**config.mk**
```make
export PLATFORM = sky130hd
export DESIGN_NAME = pfet_seg_sequencer
export DESIGN_NICKNAME = d
export VERILOG_FILES = /design/src/rtl/pfet_seq_pkg.sv /design/src/rtl/pfet_seg_select.sv /design/src/rtl/pfet_seg_sequencer.sv
export SDC_FILE = /design/constraint.sdc
export NUM_CORES = 1
export LEC_CHECK = 0
export CAP_MARGIN = 20
export CORE_UTILIZATION = 59
export DETAILED_ROUTE_END_ITERATION = 10
export HOLD_SLACK_MARGIN = 0.08
export PLACE_DENSITY_LB_ADDON = 0.2
export SLEW_MARGIN = 20
export SYNTH_ARGS = -nofsm -noshare
export SYNTH_HDL_FRONTEND = slang
export SYNTH_HIERARCHICAL = 1
export SYNTH_SLANG_ARGS = --single-unit
```
**constraint.sdc**
```tcl
create_clock -name clk -period 5.1 [get_ports clk]
set_input_delay 1.02 -clock clk [delete_from_list [all_inputs] [get_ports clk]]
set_output_delay 1.02 -clock clk [all_outputs]
set_load 0.05 [all_outputs]
```
**src/rtl/pfet_seq_pkg.sv**
```systemverilog
// pfet_seq_pkg: shared state encoding and default sizes for the segmented PFET sequencer
package pfet_seq_pkg;
   localparam int NSEG_DEF = 4;
   localparam int DTW_DEF  = 6;
   localparam int STW_DEF  = 4;
   typedef enum logic [2:0] {S_OFF, S_DEAD, S_RAMPON, S_ON, S_RAMPOFF, S_FAULT} state_t;
endpackage

```
**src/rtl/pfet_seg_select.sv**
```systemverilog
// pfet_seg_select: picks the next segment to enable (lowest pending) and to disable (highest on)
module pfet_seg_select #(
   parameter int NSEG = 4
) (
   input  logic [NSEG-1:0] mask_q,
   input  logic [NSEG-1:0] seg_on,
   output logic [NSEG-1:0] nxt_on,
   output logic [NSEG-1:0] nxt_off,
   output logic            all_on
);
   logic [NSEG-1:0] pend;
   // one-hot priority picks; all_on means enabling nxt_on completes the mask
   always_comb begin
      pend    = mask_q & ~seg_on;
      nxt_on  = '0;
      nxt_off = '0;
      for (int i = NSEG - 1; i >= 0; i--)
         if (pend[i]) begin
            nxt_on    = '0;
            nxt_on[i] = 1'b1;
         end
      for (int i = 0; i < NSEG; i++)
         if (seg_on[i]) begin
            nxt_off    = '0;
            nxt_off[i] = 1'b1;
         end
      all_on = (pend & ~nxt_on) == '0;
   end
endmodule

```
**src/rtl/pfet_seg_sequencer.sv**
```systemverilog
// pfet_seg_sequencer: dead-time guarded, one-segment-at-a-time ramp of a segmented power PMOS
module pfet_seg_sequencer
   import pfet_seq_pkg::*;
#(
   parameter int NSEG = NSEG_DEF,
   parameter int DTW  = DTW_DEF,
   parameter int STW  = STW_DEF
) (
   input  logic            clk,
   input  logic            rst_n,
   input  logic            en_req,
   input  logic            other_off,
   input  logic            fault,
   input  logic [DTW-1:0]  deadtime,
   input  logic [STW-1:0]  step,
   input  logic [NSEG-1:0] seg_mask,
   output logic [NSEG-1:0] seg_on,
   output logic            sw_off,
   output logic            busy,
   output logic            fault_latch,
   output logic            err_nomask
);
   state_t          state;
   logic [NSEG-1:0] mask_q, nxt_on, nxt_off, rem;
   logic [DTW-1:0]  dcnt;
   logic [STW-1:0]  scnt;
   logic            all_on, conducting;

   pfet_seg_select #(.NSEG(NSEG)) u_sel (
      .mask_q (mask_q),
      .seg_on (seg_on),
      .nxt_on (nxt_on),
      .nxt_off(nxt_off),
      .all_on (all_on)
   );

   assign rem        = seg_on & ~nxt_off;
   assign conducting = state == S_RAMPON || state == S_ON || state == S_RAMPOFF;

   // sequencing FSM with dead/step counters; every output is registered here
   always_ff @(posedge clk or negedge rst_n) begin
      if (!rst_n) begin
         state       <= S_OFF;
         mask_q      <= '0;
         dcnt        <= '0;
         scnt        <= '0;
         seg_on      <= '0;
         sw_off      <= 1'b1;
         busy        <= 1'b0;
         fault_latch <= 1'b0;
         err_nomask  <= 1'b0;
      end else if (fault || (!other_off && conducting)) begin
         state       <= S_FAULT;
         seg_on      <= '0;
         sw_off      <= 1'b1;
         busy        <= 1'b0;
         fault_latch <= 1'b1;
         err_nomask  <= 1'b0;
      end else begin
         err_nomask <= 1'b0;
         case (state)
            S_OFF: begin
               err_nomask <= en_req && seg_mask == '0;
               if (en_req && other_off && |seg_mask) begin
                  state  <= S_DEAD;
                  mask_q <= seg_mask;
                  dcnt   <= deadtime;
                  busy   <= 1'b1;
               end
            end
            S_DEAD:
               if (!en_req || !other_off) begin
                  state <= S_OFF;
                  busy  <= 1'b0;
               end else if (dcnt == '0) begin
                  seg_on <= nxt_on;
                  sw_off <= 1'b0;
                  scnt   <= step;
                  state  <= all_on ? S_ON : S_RAMPON;
                  busy   <= !all_on;
               end else
                  dcnt <= dcnt - DTW'(1);
            S_RAMPON, S_ON, S_RAMPOFF:
               if (state != S_RAMPOFF && en_req) begin
                  if (state == S_RAMPON) begin
                     if (scnt == '0) begin
                        seg_on <= seg_on | nxt_on;
                        scnt   <= step;
                        if (all_on) begin
                           state <= S_ON;
                           busy  <= 1'b0;
                        end
                     end else
                        scnt <= scnt - STW'(1);
                  end
               end else if (state != S_RAMPOFF || scnt == '0) begin
                  seg_on <= rem;
                  scnt   <= step;
                  state  <= rem == '0 ? S_OFF : S_RAMPOFF;
                  sw_off <= rem == '0;
                  busy   <= rem != '0;
               end else
                  scnt <= scnt - STW'(1);
            S_FAULT:
               if (!en_req && other_off) begin
                  state       <= S_OFF;
                  fault_latch <= 1'b0;
               end
            default: state <= S_OFF;
         endcase
      end
   end
endmodule

```
# Word-level counts from Yosys, hierarchy flattened
# Cells that the tools add are included.
# totals
romBits	0
latch_bits	0
ramBits	0
output_inout_bits	8
wordCells	139
register_bits	25
n_memories	0
input_bits	19
# classes
mux	61
eq_ne	22
add_sub_neg	2
n_reduce_logical	37
shift	0
magnitude_cmp	0
n_bitwise	8
n_mul	0
div_mod_pow	0
# op_table
op	n
4-bit two-way mux	18
3-bit two-way mux	12
3-bit != test, second input constant	8
1-bit two-way mux	21
4-bit != test, second input constant	5
6-bit two-way mux	3
4-bit logical NOT	4
4-bit one-hot mux with 2 select lines	2
5-bit AND reduction	3
7-bit AND reduction	2
4-bit bitwise AND	3
4-bit inverter	3
3-bit one-hot mux with 4 select lines	1
6-bit one-hot mux with 2 select lines	1
2-bit != test, second input constant	4
2-bit nonzero test	4
4-bit nonzero test	2
3-bit by 2-bit equality test with 1-bit output, second input constant	2
3-bit equality test, second input constant	2
1-bit logical AND	6
6-bit logical NOT	1
6-bit AND reduction	1
6-bit by 1-bit subtractor with 6-bit output, second input constant	1
1-bit logical OR	5
other kinds (14)	16

# Depth between registers and ports, before layout
# depth
depth_word	15
ltp_mapped	8
ltp_nobuf	8

# Hierarchy
# Netlist, hierarchy kept.
# modules_own_cells
mod	instances	cells_per_inst	area_each_um2
pfet_seg_sequencer	1	205	1756.7
pfet_seg_select	1	14	117.6

# Worst setup path before layout
# Ideal clock, no wire load.
# synth_path
path_type	input to register
from	in other_off
to	reg busy
n_path_buf	0
t_arrival_ns	2.618
setup_ns	0.122
setup_slack_ns	2.361
cell_stages	5
t_required_ns	4.978
cell_sequence	or4b_2 nand3_2 nor2_1 or4_1 a32o_1
# synth_between
elab_chain_cells	5
elab_cells_between_ends	17
# synth_lines
element	line	text
start, declared	pfet_seg_sequencer.sv:12	input logic other_off,
1-bit logical NOT	pfet_seg_sequencer.sv:52, pfet_seg_sequencer.sv:72	
1-bit logical AND or 1-bit logical OR (tied branches)	pfet_seg_sequencer.sv:52, pfet_seg_sequencer.sv:72	
1-bit logical OR or 1-bit two-way mux (tied branches)	pfet_seg_sequencer.sv:52, pfet_seg_sequencer.sv:72	
4-bit != test (no source line), or another cell as far along	n/a	
7-bit AND reduction (no source line) or 1-bit two-way mux (tied branches)	n/a	
end signal, assigned	pfet_seg_sequencer.sv:80	busy <= !all_on;
end, declared	pfet_seg_sequencer.sv:19	output logic busy,
# Several ways; a longest one is shown, not always the timed one.
# A chain may end at the register's enable or synchronous reset.

# Worst setup path in the final report
# Same ends and word-level chain as after synthesis.

==> reports/qor.txt <==
========================================================================================
Worst path setup slack after routing                                             1955 ps
Setup repair after global routing missed its margin                                   no
Cell count after synthesis                                                           219
Number of cells after detailed placement                                             281
Worst R2R Setup Slack                                                            2440 ps
Remaining routing DRC violations                                                       0
Largest net degree at the start of global routing                                     26
Count of antenna diodes in the layout                                                  0
Highest Clock Rate                                                             317.9 MHz
MaxCap Viol Count                                                                      0
XOR/XNOR Fraction of Synth Area                                                       0%
Minimum period implied by the final worst setup slack                            3145 ps
Post-Route Skew                                                                 1.566 ps
Placer congestion estimate                                                        0.9475
Number of enable-type register cells in the synthesized netlist                        0
Proportion of synthesized chip area in sequential cells                           33.44%
Transition time of the tightest slew-check pin                                   1062 ps
Area of the die                                                               3406 sq um
Placement-stage cell area                                                     2118 sq um
Core region area                                                              3028 sq um
Via count of the first global-routing pass                                          1651
Post-CTS Setup Inserts                                                                 0
Type of the setup path with the least slack                                 primary input to register
Sort of element at the end of the critical path                                 register
Final #Nets                                                                          264
Max-slew violations                                                                    0
Maximum fanout along the worst path                                                   11
ANT nets after route                                                                   0
Fraction of final layout cells with drive strength greater than 1                 11.62%
VDD IR-drop max                                                                 261.0 uV
Count of placed standard cells in the final layout, fillers left out                 285
Number of failing hold endpoints at the final stage                                    0
Fraction of the mapped netlist area in simple logic gates                         27.17%
Number of I/O port buffers                                                            26
Clock sink count                                                                      25
Overflow after GRT                                                                     0
Hold EP                                                                        mask_q[1]
Proportion of netlist area held by the largest area contributor                   32.04%
Resized Gates After CTS                                                                0
Routed length per placed instance                                               14.47 um
Net Count, Synth                                                                     241
Synth warn                                                                             6
Count of cells along the worst hold path                                               1
Final std cell area, no fill                                                  2146 sq um
Antenna violations before repair                                                       0
Flops & latches, synth                                                                25
Via count                                                                           1745
Pre-CTS setup slack                                                              1611 ps
Proportion of synthesized area in mux cells                                       2.403%
Worst Setup Start Kind                                                      primary input
CTS H-tree lvls                                                                        1
Slew headroom                                                                     27.34%
Die boundary width                                                              58.36 um
Setup tns final                                                                     0 ps
Leak pwr                                                                       0.8236 nW
Clock slew seen by the registers of the worst setup and hold paths                140 ps
Vert. Die Dim                                                                   58.36 um
Violation count after the first detailed-route iteration                             142
Worst hold slack after final layout                                             523.3 ps
Arrival time reported for the critical path endpoint                             3380 ps
Total half-perimeter wirelength after legalization and detailed placement       3.052 mm
Leading cell type in the layout, fill and taps excluded                     clkdlybuf4s50_1
Count of different cell masters after synthesis                                       58
Longest Clk Path Bufs                                                                  2
PwrDens                                                                     491.5 nW/um^2
Leading register cell type out of synthesis                                      dfrtp_1
Commonest cells after routing, fill and taps aside                          26 x clkdlybuf4s50_1, 24 x dfrtp_1, 23 x a21oi_1
Result of the run                                                              completed
Wire length of the first global-routing pass                                    7.189 mm
Complex-gate fraction of the synthesized area                                     27.84%
Number of search-and-repair iterations in the first detailed-routing pass              4
Vias/cell                                                                          6.123
Post-route fraction of the period consumed by the critical path                   61.67%
Type of the tightest min-delay check                                        register to register
Effective utilization at floorplan                                                61.90%
Worst Path Required                                                              5340 ps
Fraction of registers with async set or reset after synthesis                     100.0%
Setup violation total in the final timing report                                       0
Average instance area after synthesis                                        8.558 sq um
IO Pins                                                                               27
Number of cells traversed by the worst register-to-register path                       8
Reg-to-Reg End                                                                      busy
Adder-Cell Fraction of Synth Area                                                 2.537%
Synth-to-layout area growth                                                       14.49%
CTS tree                                                                           built
Cell at the root of the clock tree                                              clkbuf_4
Total length of routed wires                                                    4.123 mm
Mapped cell area                                                              1874 sq um
Number of clock buffers inserted by TritonCTS                                          3
Combinational family with the most area after synthesis                     compound AO/OA/AOI/OAI gates
Startpoint of the worst register-to-register path                              seg_on[2]
Number of placement rows                                                              20
Source of the worst hold timing path                                           mask_q[1]
Biggest area consumer among synthesized cells                                    dfrtp_1
Count of hold buffers inserted by post-cts repair                                      0
Worst-skew pair later-pin latency                                                 330 ps
Overall global routing resource usage                                             27.16%
Ranking of synthesized cells by area                                        dfrtp_1 32%, a21oi_1 6.1%, o21ai_0 4.5%, nand2_1 3.4%, nor2_1 3.4%
========================================================================================
kinds of logic (layout without fill, tap and decap cells):
kind of cell	after synthesis	in the layout
compound gates	77	77
fa+ha+maj	4	4
buf+inv	21	43
flops	25	25
mux	4	4
simple gates	88	88
sequential cells by signal, indices dropped and copies added (netlist names):
signal       cells
busy             1
dcnt             6
err_nomask       1
fault_latch      1
mask_q           4
scnt             4
seg_on           4
state            3
sw_off           1
worst max path at each step:
stage,from,cells after the start,endpoint,slack [ps]
2_1_floorplan,other_off,5,busy,2360
3_3_place_gp,other_off,6,busy,1670
3_5_place_dp,other_off,6,busy,1610
4_1_cts,other_off,6,busy,1960
5_1_grt,other_off,6,busy,1850
6_report,other_off,6,busy,1950
where the power goes:
group          total [W]  switching [W]  leakage [nW]  internal (W)
clock          0.0000941      0.0000645        0.0177     0.0000295
combinational   0.000594       0.000341         0.500      0.000253
sequential      0.000367      0.0000946         0.306      0.000272
total            0.00105       0.000500         0.824      0.000555
Yosys cell counts (3+ instances only):
library cell	instances
dfrtp_1	24
a21oi_1	23
nand2_1	17
nor2_1	17
o21ai_0	17
inv_1	12
nand2b_1	9
nand3_1	8
nor3_1	7
a211oi_1	5
a31oi_1	5
nor2b_1	5
a221oi_1	4
mux2_2	4
nor3b_1	4
clkbuf_1	3
clkbuf_8	3
ha_1	3
worst max-delay path, stage by stage:
cell             delay (ps)
clkdlybuf4s50_1         580
or4b_2                  700
nand3_2                 240
nor2_1                  120
or4_1                   510
a32o_1                  210
layout make-up:
class / instances / area [sq um]
multi-input cells: 173 / 1124
fillers: 261 / 882.1
flip-flops and latches: 25 / 626.9
repair buffers: 27 / 267.8
well taps: 44 / 55.05
inverters: 12 / 45.04
clock buffers: 3 / 22.52
clock inverters: 1 / 5.005
stage by stage:
| step | total power, W | utilization, % |
|---|---|---|
| after global placement | 0.0009398 | 69.96 |
| final | 0.001055 | 70.87 |
| after CTS | 0.001050 | 70.87 |
| after global routing | 0.001141 | 70.87 |
| after floorplan | 0.0008371 | - |
| after detailed placement | 0.0009553 | 69.96 |
routing by layer:
metal	vias up	track usage, %	routed length, um
met4	0	12.24	84
met5	-	0	0
li1	864	-	-
met1	825	35.22	1880
met3	9	1.978	108
met2	47	46.63	2049
(Power assumes the default switching activity.)
